<file path="src/rtl/sbox_word_sequencer_pkg.sv">
// sbox_word_sequencer_pkg: shared state encoding, tag type and lane mapping
// used by the S-box word sequencer and its tag delay line.
package sbox_word_sequencer_pkg;

    localparam int unsigned WORD_BYTES = 4;

    typedef enum logic [1:0] {
        IDLE = 2'd0,
        FEED = 2'd1,
        WAIT = 2'd2,
        DONE = 2'd3
    } seq_state_t;

    // Travels alongside each issued byte so the returning S-box output
    // knows which result lane it belongs to.
    typedef struct packed {
        logic       valid;
        logic [1:0] idx;
    } seq_tag_t;

    // Input lane fed to the S-box for result lane idx; rot selects the
    // RotWord ordering (lane k takes input byte k+1 mod 4).
    function automatic logic [1:0] src_lane(input logic [1:0] idx, input logic rot);
        return idx + {1'b0, rot};
    endfunction

endpackage

</file>
<file path="src/rtl/sbox_word_sequencer_if.sv">
// sbox_word_sequencer_if: word-level valid/ready input and output channels.
interface sbox_word_sequencer_if;

    logic        in_valid;
    logic        in_ready;
    logic [31:0] in_word;
    logic        out_valid;
    logic        out_ready;
    logic [31:0] out_word;

    modport slave (
        input  in_valid, in_word, out_ready,
        output in_ready, out_valid, out_word
    );

    modport master (
        output in_valid, in_word, out_ready,
        input  in_ready, out_valid, out_word
    );

endinterface

</file>
<file path="src/rtl/sbox_word_sequencer_tag_pipe.sv">
// sbox_seq_tag_pipe: SBOX_LAT-deep delay line that keeps byte tags aligned
// with the external S-box pipeline. Asynchronous reset flushes every stage.
module sbox_seq_tag_pipe
    import sbox_word_sequencer_pkg::*;
#(
    parameter int unsigned SBOX_LAT = 1
) (
    input  logic     clk,
    input  logic     rst,
    input  seq_tag_t tag_in,
    output seq_tag_t tag_out
);

    generate
        if (SBOX_LAT == 0) begin : g_comb
            assign tag_out = tag_in;
        end else begin : g_pipe
            seq_tag_t stage [SBOX_LAT];

            // Shift tags one stage per cycle; reset empties the line.
            always_ff @(posedge clk or posedge rst) begin
                if (rst) begin
                    for (int unsigned i = 0; i < SBOX_LAT; i++) begin
                        stage[i] <= '0;
                    end
                end else begin
                    stage[0] <= tag_in;
                    for (int unsigned i = 1; i < SBOX_LAT; i++) begin
                        stage[i] <= stage[i-1];
                    end
                end
            end

            assign tag_out = stage[SBOX_LAT-1];
        end
    endgenerate

endmodule

</file>
<file path="src/rtl/sbox_word_sequencer.sv">
// sbox_word_sequencer: serialises a 32-bit word through a byte-wide external
// S-box and reassembles the substituted word.
// Optional macro SBOX_SEQ_ROTWORD_EN adds rot_en (RotWord before SubWord).
module sbox_word_sequencer
    import sbox_word_sequencer_pkg::*;
#(
    parameter int unsigned SBOX_LAT = 1
) (
    input  logic                        clk,
    input  logic                        rst,
    sbox_word_sequencer_if.slave        bus,
`ifdef SBOX_SEQ_ROTWORD_EN
    input  logic                        rot_en,
`endif
    output logic                        sbox_en,
    output logic [7:0]                  sbox_byte_o,
    input  logic [7:0]                  sbox_byte_i
);

    localparam int unsigned WORD_W = WORD_BYTES * 8;

    seq_state_t         state;
    logic [1:0]         cnt;
    logic [WORD_W-1:0]  in_reg;
    logic [WORD_W-1:0]  result;
    logic [WORD_W-1:0]  result_next;
    logic               rot_q;
    logic               rot_now;
    logic               last_collect;
    seq_tag_t           tag_in;
    seq_tag_t           tag_out;

`ifdef SBOX_SEQ_ROTWORD_EN
    assign rot_now = rot_en;
`else
    assign rot_now = 1'b0;
`endif

    // The tag for the byte currently on sbox_byte_o; idx is the result lane.
    assign tag_in = '{valid: sbox_en, idx: cnt};

    sbox_seq_tag_pipe #(
        .SBOX_LAT (SBOX_LAT)
    ) u_tag_pipe (
        .clk     (clk),
        .rst     (rst),
        .tag_in  (tag_in),
        .tag_out (tag_out)
    );

    // Merge the returning S-box byte into its lane; lane 3 completes the word.
    always_comb begin
        result_next = result;
        if (tag_out.valid) begin
            result_next[{tag_out.idx, 3'b000} +: 8] = sbox_byte_i;
        end
        last_collect = tag_out.valid && (tag_out.idx == 2'd3);
    end

    // Control FSM; outputs are registered and reflect the next state, so the
    // first byte leaves on the acceptance edge and out_valid rises on the
    // same edge that collects lane 3.
    always_ff @(posedge clk or posedge rst) begin
        if (rst) begin
            state         <= IDLE;
            cnt           <= '0;
            in_reg        <= '0;
            rot_q         <= 1'b0;
            result        <= '0;
            bus.in_ready  <= 1'b1;
            bus.out_valid <= 1'b0;
            bus.out_word  <= '0;
            sbox_en       <= 1'b0;
            sbox_byte_o   <= '0;
        end else begin
            result <= result_next;
            case (state)
                IDLE: begin
                    if (bus.in_valid && bus.in_ready) begin
                        in_reg       <= bus.in_word;
                        rot_q        <= rot_now;
                        cnt          <= '0;
                        sbox_byte_o  <= bus.in_word[{src_lane(2'd0, rot_now), 3'b000} +: 8];
                        sbox_en      <= 1'b1;
                        bus.in_ready <= 1'b0;
                        state        <= FEED;
                    end
                end
                FEED, WAIT: begin
                    if (state == FEED) begin
                        if (cnt == 2'd3) begin
                            sbox_en <= 1'b0;
                            state   <= WAIT;
                        end else begin
                            cnt         <= cnt + 2'd1;
                            sbox_byte_o <= in_reg[{src_lane(cnt + 2'd1, rot_q), 3'b000} +: 8];
                        end
                    end
                    // With a combinational S-box lane 3 returns while still in FEED.
                    if (last_collect) begin
                        state         <= DONE;
                        bus.out_valid <= 1'b1;
                        bus.out_word  <= result_next;
                    end
                end
                DONE: begin
                    if (bus.out_ready) begin
                        bus.out_valid <= 1'b0;
                        bus.in_ready  <= 1'b1;
                        state         <= IDLE;
                    end
                end
                default: state <= IDLE;
            endcase
        end
    end

endmodule

</file>
<file path="src/flat_wrapper.sv">
// flat-port wrapper written by rule: the top's interface ports become plain ports
module sbox_word_sequencer_flat import sbox_word_sequencer_pkg::*;
#(
    parameter int unsigned SBOX_LAT = 1
)
  (clk, rst, sbox_en, sbox_byte_o, sbox_byte_i, bus_in_valid, bus_in_word, bus_out_ready, bus_in_ready, bus_out_valid, bus_out_word);
  sbox_word_sequencer_if bus_i ();
  input  logic clk;
  input  logic rst;
  output logic sbox_en;
  output logic [7:0] sbox_byte_o;
  input  logic [7:0] sbox_byte_i;
  input wire logic [$bits(bus_i.in_valid)-1:0] bus_in_valid;
  input wire logic [$bits(bus_i.in_word)-1:0] bus_in_word;
  input wire logic [$bits(bus_i.out_ready)-1:0] bus_out_ready;
  output wire logic [$bits(bus_i.in_ready)-1:0] bus_in_ready;
  output wire logic [$bits(bus_i.out_valid)-1:0] bus_out_valid;
  output wire logic [$bits(bus_i.out_word)-1:0] bus_out_word;
  assign bus_i.in_valid = bus_in_valid;
  assign bus_i.in_word = bus_in_word;
  assign bus_i.out_ready = bus_out_ready;
  assign bus_in_ready = bus_i.in_ready;
  assign bus_out_valid = bus_i.out_valid;
  assign bus_out_word = bus_i.out_word;
  sbox_word_sequencer #(.SBOX_LAT(SBOX_LAT)) u_core (.clk(clk), .rst(rst), .bus(bus_i), .sbox_en(sbox_en), .sbox_byte_o(sbox_byte_o), .sbox_byte_i(sbox_byte_i));
endmodule
</file>
<file path="config.mk">
export PLATFORM = sky130hd
export DESIGN_NAME = sbox_word_sequencer_flat
export DESIGN_NICKNAME = d
export VERILOG_FILES = /design/src/rtl/sbox_word_sequencer_pkg.sv /design/src/rtl/sbox_word_sequencer_if.sv /design/src/rtl/sbox_word_sequencer_tag_pipe.sv /design/src/rtl/sbox_word_sequencer.sv /design/src/flat_wrapper.sv
export SDC_FILE = /design/constraint.sdc
export NUM_CORES = 1
export LEC_CHECK = 0
export ABC_AREA = 1
export ABC_CLOCK_PERIOD_IN_PS = 3250
export CAP_MARGIN = 20
export CORE_ASPECT_RATIO = 0.7
export CORE_MARGIN = 3
export CORE_UTILIZATION = 47
export CTS_CLUSTER_SIZE = 16
export DETAILED_ROUTE_END_ITERATION = 16
export GPL_TIMING_DRIVEN = 1
export PLACE_DENSITY = 0.76
export SYNTH_ARGS = -nofsm -noshare
export SYNTH_HDL_FRONTEND = slang
export SYNTH_SLANG_ARGS = --single-unit
</file>
<file path="constraint.sdc">
create_clock -name clk -period 3.25 [get_ports clk]
set_input_delay 0.65 -clock clk [delete_from_list [all_inputs] [get_ports clk]]
set_output_delay 0.65 -clock clk [all_outputs]
set_load 0.005 [all_outputs]
</file>
==> run metrics <==
Crit Path Max Fanout=11; Synth Instances=528; vias in the first global route=around 3500; vias per cell=5.03; DP Area=roughly 5700 um2; Core Region=~9400 um2; Setup crit end kind=flip-flop; Clock Latency Late Sink=0.34 ns; DRT antenna net count=0; Clock Tree Buf Depth=2; DRC violations left=0; drt initial violations=between 200 and 300; Worst EP arrival=2.49 ns; CP Launch Type=flip-flop; Fin Clk Skew=0.00694 ns; Yosys cell types=19; CTS H-tree lvls=3; Synth Area in Simple Gates=0.249; Hold Path Origin=u_core.sbox_en; worst hold margin=0.416 ns; Setup Buffers After CTS=0; register share of total power=0.531; CTS clk-pin slew, worst paths=~0.07 ns; Nets=roughly 660; Top Ports=between 80 and 90; gp weighted congestion=approximately 0.84; main combinational cell family by area after synthesis=simple AND/OR/NAND/NOR gates; CTS tree=yes; RSZ-0062 raised after global routing=no; non-filler cells, final=between 700 and 800; Worst Hold Class=flip-flop to flip-flop; Rows=29; status=complete, no violations; mapped cell area=~4700 um2; VDD IR max=about 0.28 mV; average wire per standard cell=around 15 um; R2R Path End=u_core.bus.out_word[20]; global-route total usage across every layer=0.204; mux cell area share after synthesis=0.0767; clock sink count=between 100 and 150; register area share after synthesis=0.565; Seq cells post-synth=about 110; Worst Setup SP=u_core.u_tag_pipe.tag_out[0]; adder-cell share of the synthesized area=0.0266; Layout Area Growth over Synthesis=27.1%; final antenna diode count=0; Max Cap Viol=0; Pint=around 2 mW; detailed placement HPWL=slightly above 8 mm; total power=between 2 and 2.5 mW; initial antenna violation count=0; total wire length=11.0 mm; Logic pwr share=0.039; share of post-route cells with drive strength above 1=0.109; clock share of power=0.430; post-synthesis compound-gate area fraction=0.0407; Net Sw Frac=0.206; setup TNS=0 ns; Req. time, crit path=~3.5 ns; post-cts resize count=0; Hold Fails Final Rpt=0; CTS buffer count=9; Synth Area in XOR/XNOR=0; Vias=about 3700; DIE HEIGHT=around 90 um; Final period util=0.684; DIE AREA=around 11000 um2; count of warnings emitted by yosys=0; Final Cell Area=about 6000 um2; Slew @ Worst Pin=about 0.67 ns; maximum clock frequency=approximately 450 MHz; count of input and output buffers=86; slew margin rel.=0.550; reg2reg setup slack=about 1.0 ns; Initial Util=0.500; first-pass GRT wire length=18.0 mm; Leakage=approximately 2.9 nW; P_sw=0.512 mW; final setup vio count=0; root buffer cell=clkbuf_16; Die W=126 um; syn avg cell area=~8.9 um2; Worst setup endpoint=u_core.bus.out_word[20]; global route overflow=0; DRT Pass-1 Iters=4; pin count of the biggest net entering global routing=58; critical path class=flip-flop to flip-flop; crit path time final=roughly 2.2 ns; placed cells=723; final slew viol count=0; CTS Hold Bufs=0; PwrDens=a little over 400 nW/um2; Reg2Reg Depth=8; r2r startpoint=u_core.u_tag_pipe.tag_out[0]; Synthesized Nets=582
## Yosys cell counts (all sizes together)
cell type  count  share of area
mux2          32          0.077
nor3           2         0.0056
clkbuf        11         0.0088
buf           10          0.011
clkinv         2         0.0016
nand3         19          0.020
o21ai         33          0.041
nand2        247           0.20
inv           26          0.021
dfstp          1         0.0056
nor2          30          0.024
ha            10          0.027
dfrtp        105           0.56
## placed cells by master (no fill, tap or decap)
master	Yosys	layout
buf_12	0	1
buf_4	1	5
bufinv_16	0	1
clkbuf_1	11	3
clkbuf_16	0	9
clkdlybuf4s50_1	0	86
clkinv_1	2	2
clkinv_4	0	1
clkinvlp_4	0	3
dfrtp_1	105	105
dfstp_2	1	1
ha_1	10	10
inv_1	24	23
inv_2	2	2
mux2_2	32	32
nand2_1	244	244
nand2_2	3	3
nand3_1	19	19
nor2_1	30	30
nor3_2	1	1
nor3_4	1	1
o21ai_0	10	10
o21ai_1	16	16
o21ai_2	7	7
## area by class of cell
class,count,area [um2]
Clock buffer,12,236
Inverter,28,109
Timing Repair Buffer,92,918
Multi-Input combinational cell,373,1850
Clock inverter,4,53.8
Fill cell,801,3430
Tap cell,124,155
Sequential cell,106,2650
## power by group through the flow
stage,Combinational (mW),Sequential [mW],Clock (mW)
2_1_floorplan,0.0263,1.34,0
6_report,0.0964,1.32,1.07
3_5_place_dp,0.0983,1.34,0
3_3_place_gp,0.0976,1.34,0
4_1_cts,0.0988,1.32,1.09
5_1_grt,0.107,1.32,1.14
## critical path, cell delays in order, from the launching register on
cell,delay (ns)
dfrtp_1,0.54
clkinv_1,0.35
ha_1,0.47
inv_1,0.08
nor3_2,0.38
nand2_1,0.10
nand2_1,0.10
nand2_1,0.05
nand2_1,0.08
## stage by stage
step	setup WS [ns]	util
final	1.03	0.635
after global routing	0.796	0.635
after CTS	0.998	0.635
after detailed placement	1.02	0.605
after global placement	1.14	0.605
after floorplan	1.33	-
## how the worst min path moves through the flow
stage,end,cells past startpoint
final,u_core.u_tag_pipe.tag_out[2],0
after global routing,u_core.u_tag_pipe.tag_out[2],0
after CTS,u_core.u_tag_pipe.tag_out[2],0
after detailed placement,u_core.u_tag_pipe.tag_out[2],0
after global placement,u_core.u_tag_pipe.tag_out[2],0
after floorplan,u_core.u_tag_pipe.tag_out[1],0
## kinds of logic after synthesis
logic type / after synthesis
mux: 32
buf+inv: 49
fa+ha+maj: 10
simple gates: 298
compound gates: 33
flops: 106
## routing by layer
| layer | vias to the layer above | GRT usage | wire length (um) |
|---|---|---|---|
| li1 | 1812 | - | - |
| met1 | 1777 | 0.305 | 5360 |
| met2 | 122 | 0.310 | 4760 |
| met3 | 7 | 0.0437 | 748 |
| met4 | 0 | 0.0413 | 92 |
| met5 | - | 0 | 0 |
Note: power is estimated with default switching activity, not from simulation.
